$ cat config.mk
export PLATFORM = sky130hd
export DESIGN_NAME = cpu_mem_loader
export DESIGN_NICKNAME = d
export VERILOG_FILES = /design/src/rtl/cpu_mem_loader_pkg.sv /design/src/rtl/cpu_mem_loader_run_counter.sv /design/src/rtl/cpu_mem_loader.sv
export SDC_FILE = /design/constraint.sdc
export NUM_CORES = 1
export LEC_CHECK = 0
export ABC_AREA = 0
export BUFFER_PORTS_ARGS = -buffer_cell sky130_fd_sc_hd__buf_4
export CAP_MARGIN = 15
export CORE_ASPECT_RATIO = 0.8
export CORE_MARGIN = 4
export CORE_UTILIZATION = 40
export DETAILED_ROUTE_END_ITERATION = 12
export GPL_TIMING_DRIVEN = 0
export PLACE_DENSITY_LB_ADDON = 0.08
export SLEW_MARGIN = 40
export SYNTH_ARGS = -nofsm -noshare
export SYNTH_HDL_FRONTEND = slang
export SYNTH_SLANG_ARGS = --single-unit
$ cat constraint.sdc
create_clock -name clk -period 7.46 [get_ports clk]
set_clock_uncertainty 0.1 [all_clocks]
set_input_delay 0.746 -clock clk [delete_from_list [all_inputs] [get_ports clk]]
set_output_delay 0.746 -clock clk [all_outputs]
set_load 0.05 [all_outputs]
$ cat src/rtl/cpu_mem_loader_pkg.sv
// Shared constants for the host-side memory loader: widths, command opcodes
// and the loader state encoding.
package cpu_mem_loader_pkg;

  localparam int LDR_IMEM_AW = 9;
  localparam int LDR_DMEM_AW = 8;
  localparam int LDR_IDATA_W = 32;
  localparam int LDR_DDATA_W = 64;
  localparam int LDR_CNT_W   = 16;
  localparam int LDR_CMD_AW  = 9;

  localparam logic [1:0] OP_IWR = 2'b00;
  localparam logic [1:0] OP_DWR = 2'b01;
  localparam logic [1:0] OP_DRD = 2'b10;
  localparam logic [1:0] OP_RUN = 2'b11;

  typedef enum logic [2:0] {
    ST_IDLE,
    ST_WRITE,
    ST_RD_ISSUE,
    ST_RD_WAIT,
    ST_RESP,
    ST_RUN
  } ldr_state_e;

endpackage

$ cat src/rtl/cpu_mem_loader_run_counter.sv
// Run-length counter for the loader: counts CPU cycles while enabled and
// flags the cycle in which the count reaches the terminal value.
module loader_run_counter
  import cpu_mem_loader_pkg::*;
#(
  parameter int CNT_W = LDR_CNT_W
) (
  input  logic             clk,
  input  logic             reset,
  input  logic             clr_i,
  input  logic             en_i,
  input  logic [CNT_W-1:0] term_i,
  output logic             tc_o
);

  logic [CNT_W-1:0] count_q, count_d;

  always_comb begin
    count_d = count_q;
    if (clr_i) begin
      count_d = '0;
    end else if (en_i) begin
      count_d = count_q + CNT_W'(1);
    end
  end

  always_ff @(posedge clk or posedge reset) begin
    if (reset) begin
      count_q <= '0;
    end else begin
      count_q <= count_d;
    end
  end

  assign tc_o = en_i && (count_q == term_i);

endmodule

$ cat src/rtl/cpu_mem_loader.sv
// Host-side loader: writes instruction/data memory, reads data memory back,
// and runs the CPU for a bounded number of cycles by gating its reset.
module cpu_mem_loader
  import cpu_mem_loader_pkg::*;
#(
  parameter int IMEM_AW = LDR_IMEM_AW,
  parameter int DMEM_AW = LDR_DMEM_AW,
  parameter int IDATA_W = LDR_IDATA_W,
  parameter int DDATA_W = LDR_DDATA_W,
  parameter int CNT_W   = LDR_CNT_W
) (
  input  logic                  clk,
  input  logic                  reset,
  input  logic                  cmd_valid,
  output logic                  cmd_ready,
  input  logic [1:0]            cmd_op,
  input  logic [LDR_CMD_AW-1:0] cmd_addr,
  input  logic [DDATA_W-1:0]    cmd_wdata,
  output logic                  rsp_valid,
  input  logic                  rsp_ready,
  output logic [DDATA_W-1:0]    rsp_data,
  output logic                  cpu_reset,
  output logic                  imem_we,
  output logic [IMEM_AW-1:0]    imem_addr,
  output logic [IDATA_W-1:0]    imem_wdata,
  output logic                  dmem_sel,
  output logic                  dmem_we,
  output logic [DMEM_AW-1:0]    dmem_addr,
  output logic [DDATA_W-1:0]    dmem_wdata,
  input  logic [DDATA_W-1:0]    dmem_rdata
);

  ldr_state_e         state_q, state_d;
  logic               cmd_ready_q;
  logic               cpu_reset_q, dmem_sel_q;
  logic               imem_we_q, dmem_we_q;
  logic [IMEM_AW-1:0] imem_addr_q;
  logic [IDATA_W-1:0] imem_wdata_q;
  logic [DMEM_AW-1:0] dmem_addr_q;
  logic [DDATA_W-1:0] dmem_wdata_q;
  logic [DDATA_W-1:0] rsp_data_q;
  logic [CNT_W-1:0]   run_n_q;
  logic               accept, run_zero, run_last, run_tc;

  assign run_zero = (cmd_wdata[CNT_W-1:0] == '0);

  always_comb begin
    state_d  = state_q;
    accept   = 1'b0;
    run_last = 1'b0;
    case (state_q)
      ST_IDLE: begin
        if (cmd_valid && cmd_ready_q) begin
          accept = 1'b1;
          case (cmd_op)
            OP_IWR, OP_DWR: state_d = ST_WRITE;
            OP_DRD:         state_d = ST_RD_ISSUE;
            default:        state_d = run_zero ? ST_RESP : ST_RUN;
          endcase
        end
      end
      ST_WRITE:    state_d = ST_IDLE;
      ST_RD_ISSUE: state_d = ST_RD_WAIT;
      ST_RD_WAIT:  state_d = ST_RESP;
      ST_RESP:     if (rsp_ready) state_d = ST_IDLE;
      ST_RUN: begin
        if (run_tc) begin
          run_last = 1'b1;
          state_d  = ST_RESP;
        end
      end
      default:     state_d = ST_IDLE;
    endcase
  end

  // Write strobes last one cycle; CPU reset and memory ownership flip only on RUN entry/exit.
  always_ff @(posedge clk or posedge reset) begin
    if (reset) begin
      state_q      <= ST_IDLE;
      cmd_ready_q  <= 1'b0;
      cpu_reset_q  <= 1'b1;
      dmem_sel_q   <= 1'b1;
      imem_we_q    <= 1'b0;
      dmem_we_q    <= 1'b0;
      imem_addr_q  <= '0;
      imem_wdata_q <= '0;
      dmem_addr_q  <= '0;
      dmem_wdata_q <= '0;
      rsp_data_q   <= '0;
      run_n_q      <= '0;
    end else begin
      state_q     <= state_d;
      cmd_ready_q <= (state_d == ST_IDLE);
      imem_we_q   <= 1'b0;
      dmem_we_q   <= 1'b0;
      if (accept) begin
        case (cmd_op)
          OP_IWR: begin
            imem_addr_q  <= cmd_addr[IMEM_AW-1:0];
            imem_wdata_q <= cmd_wdata[IDATA_W-1:0];
            imem_we_q    <= 1'b1;
          end
          OP_DWR: begin
            dmem_addr_q  <= cmd_addr[DMEM_AW-1:0];
            dmem_wdata_q <= cmd_wdata;
            dmem_we_q    <= 1'b1;
          end
          OP_DRD: dmem_addr_q <= cmd_addr[DMEM_AW-1:0];
          default: begin
            run_n_q <= cmd_wdata[CNT_W-1:0];
            if (run_zero) begin
              rsp_data_q <= '0;
            end else begin
              cpu_reset_q <= 1'b0;
              dmem_sel_q  <= 1'b0;
            end
          end
        endcase
      end
      if (state_q == ST_RD_WAIT) begin
        rsp_data_q <= dmem_rdata;
      end
      if (run_last) begin
        rsp_data_q  <= {{(DDATA_W-CNT_W){1'b0}}, run_n_q};
        cpu_reset_q <= 1'b1;
        dmem_sel_q  <= 1'b1;
      end
    end
  end

  loader_run_counter #(.CNT_W(CNT_W)) u_run_counter (
    .clk    (clk),
    .reset  (reset),
    .clr_i  (accept && (cmd_op == OP_RUN)),
    .en_i   (state_q == ST_RUN),
    .term_i (run_n_q - CNT_W'(1)),
    .tc_o   (run_tc)
  );

  assign cmd_ready  = cmd_ready_q;
  assign rsp_valid  = (state_q == ST_RESP);
  assign rsp_data   = rsp_data_q;
  assign cpu_reset  = cpu_reset_q;
  assign dmem_sel   = dmem_sel_q;
  assign imem_we    = imem_we_q;
  assign imem_addr  = imem_addr_q;
  assign imem_wdata = imem_wdata_q;
  assign dmem_we    = dmem_we_q;
  assign dmem_addr  = dmem_addr_q;
  assign dmem_wdata = dmem_wdata_q;

endmodule

# Yosys cells after proc, flatten, opt, wreduce, memory -nomap -nowiden

Index checks and enable logic that the tools add are counted.

Bits in registers: 216
Bits of input ports: 143
Output and inout bits: 183
Word-level logic and storage cells: 71

Add/subtract/negate cells: 2
Equal/unequal tests: 11
Multiplexer cells: 25
Bitwise operators: 1
Reductions and logical operators: 20

Operator list:

| cell                                                                     | count |
|---|---|
| 64-bit two-way mux                                                       | 5 |
| 16-bit two-way mux                                                       | 2 |
| 16-bit by 1-bit adder with 16-bit output (second input constant)         | 1 |
| 16-bit equality test                                                     | 1 |
| 16-bit logical NOT                                                       | 1 |
| 16-bit by 1-bit subtractor with 16-bit output (second input constant)    | 1 |
| 3-bit case mux with 5 select lines                                       | 1 |
| 1-bit two-way mux                                                        | 13 |
| 3-bit two-way mux                                                        | 3 |
| 2-bit AND reduction                                                      | 4 |
| 3-bit by 2-bit equality test with 1-bit output (second input constant)   | 2 |
| 3-bit equality test (second input constant)                              | 2 |
| 3-bit logical NOT                                                        | 2 |
| 3-bit case mux with 2 select lines                                       | 1 |
| 3-bit AND reduction                                                      | 2 |
| 3-bit nonzero test                                                       | 2 |
| 2-bit equality test (second input constant)                              | 2 |
| 2-bit by 1-bit inequality test with 1-bit output (second input constant) | 2 |
| 2-bit nonzero test                                                       | 2 |
| 2-bit OR reduction                                                       | 2 |
| 1-bit logical AND                                                        | 3 |
| 3-bit by 1-bit inequality test with 1-bit output (second input constant) | 1 |
| 3-bit OR reduction                                                       | 1 |
| 2-bit by 1-bit equality test with 1-bit output (second input constant)   | 1 |
| other kinds (2)                                                          | 2 |

# Logic depth before layout (Yosys ltp)

Gate-level depths: netlist (run 1).

Depth after elaboration: 7
Gate-level depth with buffers: 10
Gate-level depth less buffers: 9

# Cells and area by module

Synthesis (run 1) repeated with hierarchy kept, for this count alone.

Cell total of the unflattened synthesis: 626
Area, all modules: 9078.7 µm²

By module, submodules not included:

| module             | times used | cells an instance | area an instance (µm²) | sequential area each (µm²) |
|---|---|---|---|---|
| cpu_mem_loader     | 1          | 522               | 8072.7                 | 5006.1 |
| loader_run_counter | 1          | 104               | 1006.0                 | 400.4 |

# Worst setup path after synthesis (run 1)

No wires, ideal clock.

Path type: register to register
Start point: register run_n_q[3]
End point: register rsp_data_q[16], in the netlist rsp_data[16]
Setup time: 0.127 ns
Arrival time: 2.727 ns
Data required time: 7.233 ns
Setup slack: 4.506 ns
Stages on the path, launching flop included: 9
Path buffers: 1
Clock period less this slack: 2.954 ns
Path through: dfrtp_1 -> nor3_1 -> and2_1 -> mux2_2 -> or4b_1 -> and4bb_2 -> and3_1 -> buf_2 -> o21ai_0

Word-level cells in the longest chain between the ends: 7
Elaborated cells on any way between the ends: 10
Those cells by class: add/sub (1); eq/ne (2); mux (3); reduce/logical (4)

Ends and longest elaborated chain:

| what                                                                                             | line                             | source |
|---|---|---|
| start, declared                                                                                  | cpu_mem_loader.sv:42             | `logic [CNT_W-1:0] run_n_q;` |
| start signal, assigned                                                                           | cpu_mem_loader.sv:110            | `run_n_q <= cmd_wdata[CNT_W-1:0];` |
| 16-bit by 1-bit subtractor with 16-bit output *                                                  | cpu_mem_loader.sv:136            | `.term_i (run_n_q - CNT_W'(1)),` |
| 16-bit equality test *                                                                           | cpu_mem_loader_run_counter.sv:35 | `assign tc_o = en_i && (count_q == term_i);` |
| 1-bit logical AND *                                                                              | cpu_mem_loader_run_counter.sv:35 |  |
| 1-bit two-way mux *                                                                              | cpu_mem_loader.sv:67             | `if (run_tc) begin` |
| 1-bit two-way mux *                                                                              | cpu_mem_loader.sv:51             | `case (state_q)` |
| 3-bit by 1-bit inequality test with 1-bit output (no line) or 3-bit nonzero test (tied branches) | -                                |  |
| 3-bit AND reduction (no line)                                                                    | -                                |  |
| end signal, assigned                                                                             | cpu_mem_loader.sv:121            | `rsp_data_q <= dmem_rdata;` |
| end signal, assigned                                                                             | cpu_mem_loader.sv:124            | `rsp_data_q <= {{(DDATA_W-CNT_W){1'b0}}, run_n_q};` |
| end, declared                                                                                    | cpu_mem_loader.sv:41             | `logic [DDATA_W-1:0] rsp_data_q;` |

Mark *: on every way between the ends. The rest lies on a longest branch, timed or not.
A chain may end at the register's enable or synchronous reset.

# Worst setup path after layout (run 1)

Start point: register run_n_q[2]
End point: register rsp_data_q[50], in the netlist rsp_data[50]

The elaborated chain is that of the path after synthesis.

==> results.py, run 1 <==
metrics = {
    "global_routing": {
        "grt.overflow.total": 0,
        "grt_pass1_vias": 7723,
        "grt_usage_pct": 21.2,
        "grt_pass1_wl_mm": 43.3,
        "grt_max_degree": 70,
        "antenna_found_initial": 1,
    },
    "pwr": {
        "pwr-share-comb_pct": 53.7,
        "intPower_uw": 3720,
        "ir_worst_vdd_v": 0.000417,
        "fin_total_pwr_uw": 7210,
        "p_seq_share_pct": 29.7,
        "power_density_mw_per_mm2": 554,
        "p_switching_uw": 3500,
        "p_sw_share_pct": 48.5,
        "p_clk_share_pct": 16.6,
        "p_leak_uw": 0.00618,
    },
    "critical_path": {
        "crit-reg2reg-launch": "run_n_q[2]$_DFFE_PP0P_",
        "path_depth": 8,
        "slowest_delay_ns": 0.67,
        "crit_end": "rsp_data[50]$_DFFE_PP0P_",
        "critPathCaptureType": "flip-flop",
        "r2r_slack_ns": 3.91,
        "cp_top_family": "simple AND/OR/NAND/NOR gates",
        "reg2reg_to": "rsp_data[50]$_DFFE_PP0P_",
        "required_ns": 7.75,
        "critPathArrivalTime_ns": 3.84,
        "setup.worst_path.class": "flip-flop to flip-flop",
        "worst-path-max-fanout": 10,
        "cp-start-kind": "flip-flop",
        "rr_worst_depth": 8,
        "crit_buf_inv": 1,
        "path_cells": "nor3_1 > and2_1 > mux2_2 > or4b_1 > and4bb_2 > and3_1 > buf_2 > o21ai_0",
        "crit_start": "run_n_q[2]$_DFFE_PP0P_",
        "worst_path_max_delay_cell": "nor3_1",
    },
    "sta": {
        "hold_ws_ns": 0.0604,
        "drv_slew": 0,
        "fin_crit_sh_pct": 47.6,
        "fin_ws_ns": 3.91,
        "hold_viol": 0,
        "timing.final.crit_period_ns": 3.55,
        "finalSetupViolations": 0,
        "tightest_slew_ns": 0.865,
        "slew-limit-headroom_pct": 41.5,
        "rsz0062_at_grt": "no",
        "max_freq_mhz": 282,
    },
    "floorplan": {
        "die_area_mm2": 0.0258,
        "io-pin-count": 326,
        "rows": 49,
        "start_util_pct": 41.1,
        "die_h_um": 144,
        "die_w_um": 179,
        "core_area_mm2": 0.0227,
    },
    "detailed_routing": {
        "wl_mm": 28.5,
        "drc": 0,
        "wl_per_cell_um": 19.3,
        "vias": 7555,
        "dr.first_iter.drc_count": 437,
        "ant_nets": 0,
        "drtPass1Iterations": 5,
        "vias_per_cell": 5.10,
    },
    "logic_synthesis": {
        "ys_ff_latch": 216,
        "synthFlopType": "dfrtp_1",
        "synth.distinct_cells": 54,
        "syn_avg_cell_area_um2": 11.6,
        "synth_edf_count": 0,
        "synth_seq_area_share_pct": 58.1,
        "async_flop_share_pct": 100,
        "synthesis.nets": 952,
        "synthesis.area_mm2": 0.00931,
        "synthCells": 803,
        "yosysWarnings": 0,
    },
    "cts": {
        "holdBufCountCts": 0,
        "cts_tree": "yes",
        "tritoncts.num_buffers": 24,
        "cts_resized": 0,
        "cts_buffer_depth": 3,
        "clock_latency_ns": 0.52,
        "cts-root-buf": "clkbuf_16",
        "clk_pin_slew_ns": 0.06,
        "post_cts_buffers": 0,
        "htreeDepth": 1,
        "clock-sinks": 216,
    },
    "finish": {
        "n_antenna_cell": 0,
        "multi_input_area_mm2": 0.00362,
        "final_common_cell": "buf_4",
        "register_area_mm2": 0.00541,
        "layout_common_cells": "buf_4 (328), dfrtp_1 (215), mux2_2 (114), nand2_1 (98), o21ai_0 (63)",
        "fin_area_mm2": 0.0130,
        "synthToLayoutAreaGrowth_pct": 39.8,
        "finalNonFillerCells": 1481,
        "fillerInstances": 1969,
        "layout.nets": 1306,
        "drive_gt1_share_pct": 43.0,
    },
    "placement": {
        "placed_area_mm2": 0.0122,
        "dp_cells": 1437,
        "dp_hpwl_mm": 21.6,
        "pre_cts_ws_ns": 3.96,
        "gp_congestion": 0.880,
        "portBuffers": 325,
    },
    "job": {
        "max-cap-violations": 0,
    },
    "min_path": {
        "hold_class": "input port to asynchronous set/reset pin",
    },
    "status": {
        "status": "finished clean",
    },
}
power groups by stage:
stage / Sequential (µW) / Clock, µW / Combinational [µW]
4_1_cts: 2140 / 1220 / 3910
3_5_place_dp: 2150 / 0 / 3900
5_1_grt: 2220 / 1270 / 4100
3_3_place_gp: 2140 / 0 / 3870
6_report: 2140 / 1190 / 3880
2_1_floorplan: 3800 / 0 / 971
logic make-up (layout without fill, tap and decap cells):
kind of cell | count (synthesis) | after routing | synth area share (%)
xor gates and xnor gates | 36 | 36 | 3.39
AOI/OAI and AO/OA | 108 | 108 | 7.69
buffers and inverters | 71 | 443 | 3.12
adders and majority gates | 6 | 6 | 0.806
DFF | 216 | 216 | 58.1
muxes | 115 | 115 | 13.9
and+or+nand+nor | 251 | 251 | 13.1
worst min path at each step:
stage	start	end	slack [ns]
3_5_place_dp	imem_wdata[7]$_DFFE_PP0P_	imem_wdata[7]$_DFFE_PP0P_	0.39
6_report	reset	dmem_wdata[58]$_DFFE_PP0P_	0.06
3_3_place_gp	dmem_wdata[63]$_DFFE_PP0P_	dmem_wdata[63]$_DFFE_PP0P_	0.39
2_1_floorplan	state_q[2]$_DFF_PP0_	state_q[1]$_DFF_PP0_	0.39
5_1_grt	reset	dmem_wdata[58]$_DFFE_PP0P_	0.06
4_1_cts	reset	dmem_wdata[58]$_DFFE_PP0P_	0.05
through the flow:
step           util, %  setup TNS (ns)
2_1_floorplan        -               0
3_3_place_gp      53.5         -436.45
3_5_place_dp      53.9               0
4_1_cts           57.4               0
5_1_grt           57.4               0
6_report          57.4               0
final cells by class:
type / count / share of cell area (%)
tap: 306 / 2.94
buffer: 48 / 1.57
timing repair buffer: 328 / 19.4
clock inverter: 6 / 0.702
sequential: 216 / 41.5
clock buffer: 38 / 5.40
inverter: 23 / 0.721
multi-input combinational: 516 / 27.8
routing by layer:
metal	up-vias	GRT usage, %	part of all wire (%)
met5	-	0	0.046
met4	2	4.36	2.1
li1	3521	-	-
met3	42	8.05	9.9
met2	279	34.0	47
met1	3711	27.9	41
cell usage after synthesis, drive strengths merged, types with 3 or more instances:
master   count  area (µm²)
o211ai      14         155
nand2       98         368
and2         3        18.8
nor2        27         101
xnor2       14         123
nand2b       3        18.8
a2111oi      3        45.1
nand4       20         125
nor4         8        56.3
clkbuf      33         124
mux2       114        1280
nor3         7        35.0
and4         3        26.3
dfrtp      215        5380
nand3       62         310
buf         15        80.1
a31oi        3        18.8
o2111ai      3        32.5
a211oi       3        22.5
xor2        22         193
and3         6        37.5
ha           6        75.1
inv         23        86.3
o21ai       70         350
registers in the layout, summed over array words and instances, names as in the netlist, 3 cells and up:
signal and count:
imem_addr 9, run_n_q 16, imem_wdata 32, state_q 3, dmem_wdata 64, rsp_data 64
u_run_counter.count_q 16, dmem_addr 8
No activity file was read; power rests on OpenSTA's default activity.
==> run 2: changes to the inputs <==
--- a/config.mk
+++ b/config.mk
@@ -5,7 +5,7 @@
 export SDC_FILE = /design/constraint.sdc
 export NUM_CORES = 1
 export LEC_CHECK = 0
-export ABC_AREA = 0
+export ABC_AREA = 1
 export BUFFER_PORTS_ARGS = -buffer_cell sky130_fd_sc_hd__buf_4
 export CAP_MARGIN = 15
 export CORE_ASPECT_RATIO = 0.8
==> constraint.sdc (replaced) <==
create_clock -name clk -period 3.7 [get_ports clk]
set_clock_uncertainty 0.1 [all_clocks]
set_input_delay 0.37 -clock clk [delete_from_list [all_inputs] [get_ports clk]]
set_output_delay 0.37 -clock clk [all_outputs]
set_load 0.05 [all_outputs]
==> run 2 against run 1 <==
Against the previous run:
- synthesized area increased by 2.4%
- critical endpoint is now dmem_wdata[41]$_DFFE_PP0P_
- highest routed layer is now met4
- first-iteration DRC count increased by 14%
- synthesized cell count increased by 44%
- worst setup slack got worse by 2.9 ns
- cell area increased by 11%
- non-clock buffer count increased by 107
- die area increased by 2.3%
- register-to-register slack got worse by 2.9 ns
- fmax increased by 30%
==> results.py, run 2 <==
metrics = {
    "critical_path": {
        "slowest_delay_ns": 0.46,
        "cp-start-kind": "flip-flop",
        "critPathArrivalTime_ns": 3.03,
        "crit_start": "state_q[2]$_DFF_PP0_",
        "rr_worst_depth": 10,
        "required_ns": 4.00,
        "crit-reg2reg-launch": "state_q[2]$_DFF_PP0_",
        "path_cells": "nor2_1 > inv_1 > nor2_1 > nand2_1 > nor2_1 > inv_1 > clkbuf_1 > buf_1 > nand2_1 > nand2_1",
        "reg2reg_to": "dmem_wdata[41]$_DFFE_PP0P_",
        "r2r_slack_ns": 0.97,
        "critPathCaptureType": "flip-flop",
        "crit_end": "dmem_wdata[41]$_DFFE_PP0P_",
        "cp_top_family": "simple AND/OR/NAND/NOR gates",
        "crit_buf_inv": 4,
        "setup.worst_path.class": "flip-flop to flip-flop",
        "path_depth": 10,
        "worst-path-max-fanout": 10,
        "worst_path_max_delay_cell": "nor2_1",
    },
    "sta": {
        "hold_viol": 0,
        "rsz0062_at_grt": "no",
        "slew-limit-headroom_pct": 59.8,
        "tightest_slew_ns": 0.603,
        "drv_slew": 0,
        "timing.final.crit_period_ns": 2.73,
        "max_freq_mhz": 366,
        "fin_crit_sh_pct": 73.8,
        "finalSetupViolations": 0,
    },
    "logic_synthesis": {
        "synthFlopType": "dfrtp_1",
        "yosysMostFrequentCell": "nand2_1",
        "synth.cells.most_frequent": "nand2_1 (443), dfrtp_1 (215), o21ai_0 (106), inv_1 (104), nand3_1 (87)",
        "synthCells": 1154,
        "synth.distinct_cells": 38,
        "synthesis.area_mm2": 0.00954,
        "synth_seq_area_share_pct": 56.7,
        "synth_edf_count": 0,
        "yosysTopAreaCell": "dfrtp_1",
        "ys_ff_latch": 216,
        "async_flop_share_pct": 100,
        "yosysWarnings": 0,
        "synth_top_area_share_pct": 56.4,
        "synth_area_leaders": "dfrtp_1 (56%), nand2_1 (17%), o21ai_0 (5.6%)",
        "synthesis.nets": 1303,
        "syn_avg_cell_area_um2": 8.26,
    },
    "global_routing": {
        "grt_pass1_vias": 9404,
        "grt_usage_pct": 23.2,
        "antenna_found_initial": 0,
        "grt_max_degree": 25,
        "grt_pass1_wl_mm": 50.7,
        "grt.overflow.total": 0,
    },
    "floorplan": {
        "die_w_um": 181,
        "io-pin-count": 326,
        "die_area_mm2": 0.0264,
        "die_h_um": 146,
        "start_util_pct": 40.8,
        "core_area_mm2": 0.0234,
        "rows": 50,
    },
    "cts": {
        "clock_latency_ns": 0.51,
        "clock-sinks": 216,
        "tritoncts.num_buffers": 24,
        "cts_buffer_depth": 3,
        "htreeDepth": 1,
        "cts-root-buf": "clkbuf_16",
        "clk_pin_slew_ns": 0.06,
        "cts_tree": "yes",
        "cts_resized": 0,
    },
    "finish": {
        "layout_common_cells": "nand2_1 (443), buf_4 (326), dfrtp_1 (215), o21ai_0 (106), inv_1 (103)",
        "n_antenna_cell": 0,
        "fin_util_pct": 61.7,
        "fillerInstances": 2051,
        "drive_gt1_share_pct": 25.2,
        "final_common_cell": "nand2_1",
        "layout.nets": 1761,
        "synthToLayoutAreaGrowth_pct": 51.3,
    },
    "pwr": {
        "p_sw_share_pct": 49.3,
        "power_density_mw_per_mm2": 973,
        "ir_worst_vdd_v": 0.000562,
        "pwr-share-comb_pct": 52.4,
        "p_leak_uw": 0.00767,
        "intPower_uw": 7120,
        "fin_total_pwr_uw": 14000,
        "p_seq_share_pct": 29.6,
        "p_clk_share_pct": 18.0,
        "p_switching_uw": 6920,
    },
    "placement": {
        "dp_hpwl_mm": 23.3,
        "portBuffers": 325,
        "gp_congestion": 0.897,
    },
    "detailed_routing": {
        "ant_nets": 0,
        "drc": 0,
        "vias": 9275,
        "drtPass1Iterations": 5,
        "wl_per_cell_um": 16.1,
        "vias_per_cell": 4.78,
        "wl_mm": 31.2,
        "dr.first_iter.drc_count": 497,
    },
    "min_path": {
        "hold_class": "input port to flip-flop",
    },
    "job": {
        "max-cap-violations": 0,
    },
    "status": {
        "status": "finished clean",
    },
}
[run 2: cell types whose count changed in the layout (fill, tap and decap cells not counted), sizes merged, moves of 16 or more]
cell	change
nand3	+25
mux2	-114
dlygate4sd3	+97
xor2	-16
nor2	+30
inv	+84
o21ai	+38
nand2	+348
[run 2: how the worst min path moves through the flow]
stage	start	end	slack, ns	cells past startpoint
floorplan	dmem_rdata[16]	rsp_data[16]$_DFFE_PP0P_	0.39	2
global placement	dmem_wdata[59]$_DFFE_PP0P_	dmem_wdata[59]$_DFFE_PP0P_	0.36	2
detailed placement	reset	imem_wdata[11]$_DFFE_PP0P_	0.30	2
CTS	cmd_addr[2]	dmem_addr[2]$_DFFE_PP0P_	0.01	3
global route	cmd_addr[3]	imem_addr[3]$_DFFE_PP0P_	0.03	3
finish	cmd_wdata[23]	dmem_wdata[23]$_DFFE_PP0P_	0.03	3
[run 2: cell type report]
cell class	instances	area, µm²	area share (%)
multi-input cells	779	3510	24.4
clock inverters	9	123	0.850
inverters	108	409	2.84
plain buffers	51	214	1.48
flip-flops and latches	216	5410	37.5
repair buffers	432	3650	25.3
well taps	312	390	2.71
clock buffers	34	719	4.99
[run 2: power groups by stage]
| stage | logic, µW | clock network [µW] | registers (µW) |
|---|---|---|---|
| floorplan | 1690 | 0 | 7330 |
| global placement | 7240 | 0 | 4130 |
| detailed placement | 7330 | 0 | 4140 |
| CTS | 7410 | 2580 | 4140 |
| global route | 7840 | 2680 | 4290 |
| finish | 7360 | 2530 | 4150 |
[run 2: routing by layer]
layer	track usage (%)	wire (µm)	up-vias
li1	-	-	4561
met1	31.5	13600	4383
met2	37.6	14500	276
met3	6.23	2310	55
met4	5.25	766	0
met5	0	0	-
[run 2: kinds of logic after synthesis]
logic type | synth area share [%]
AO/OA/AOI/OAI | 6.93
AND/OR/NAND/NOR | 28.2
XOR/XNOR | 0.918
adder cells (fa/ha/maj) | 0.787
flip-flops | 56.7
buffers and inverters | 6.49
[run 2: through the flow]
stage / hold slack (ns) / instances / setup TNS [ns] / instance area, µm² / setup WS, ns
2_1_floorplan: 0.387 / 1154 / 0 / 9540 / 0.419
3_3_place_gp: 0.355 / 1791 / -230.76 / 12400 / -1.10
3_5_place_dp: 0.302 / 1801 / 0 / 12600 / 0.979
4_1_cts: 0.0122 / 1941 / 0 / 14400 / 0.950
5_1_grt: 0.0332 / 1941 / 0 / 14400 / 0.693
6_report: 0.0318 / 1941 / 0 / 14400 / 0.970
[run 2: worst register-to-register path: cells and delay by family (launching register included)]
| family | cells | cell delay (ns) |
|---|---|---|
| AND/OR/NAND/NOR | 6 | 1.09 |
| flip-flops | 1 | 0.40 |
| buffers and inverters | 4 | 1.03 |
[run 2: timing repair]
action	4_1_cts	5_1_grt
setup endpoints to repair	0	0
hold buffers	97	0
buffers inserted	0	0
endpoints found under the hold margin	110	0
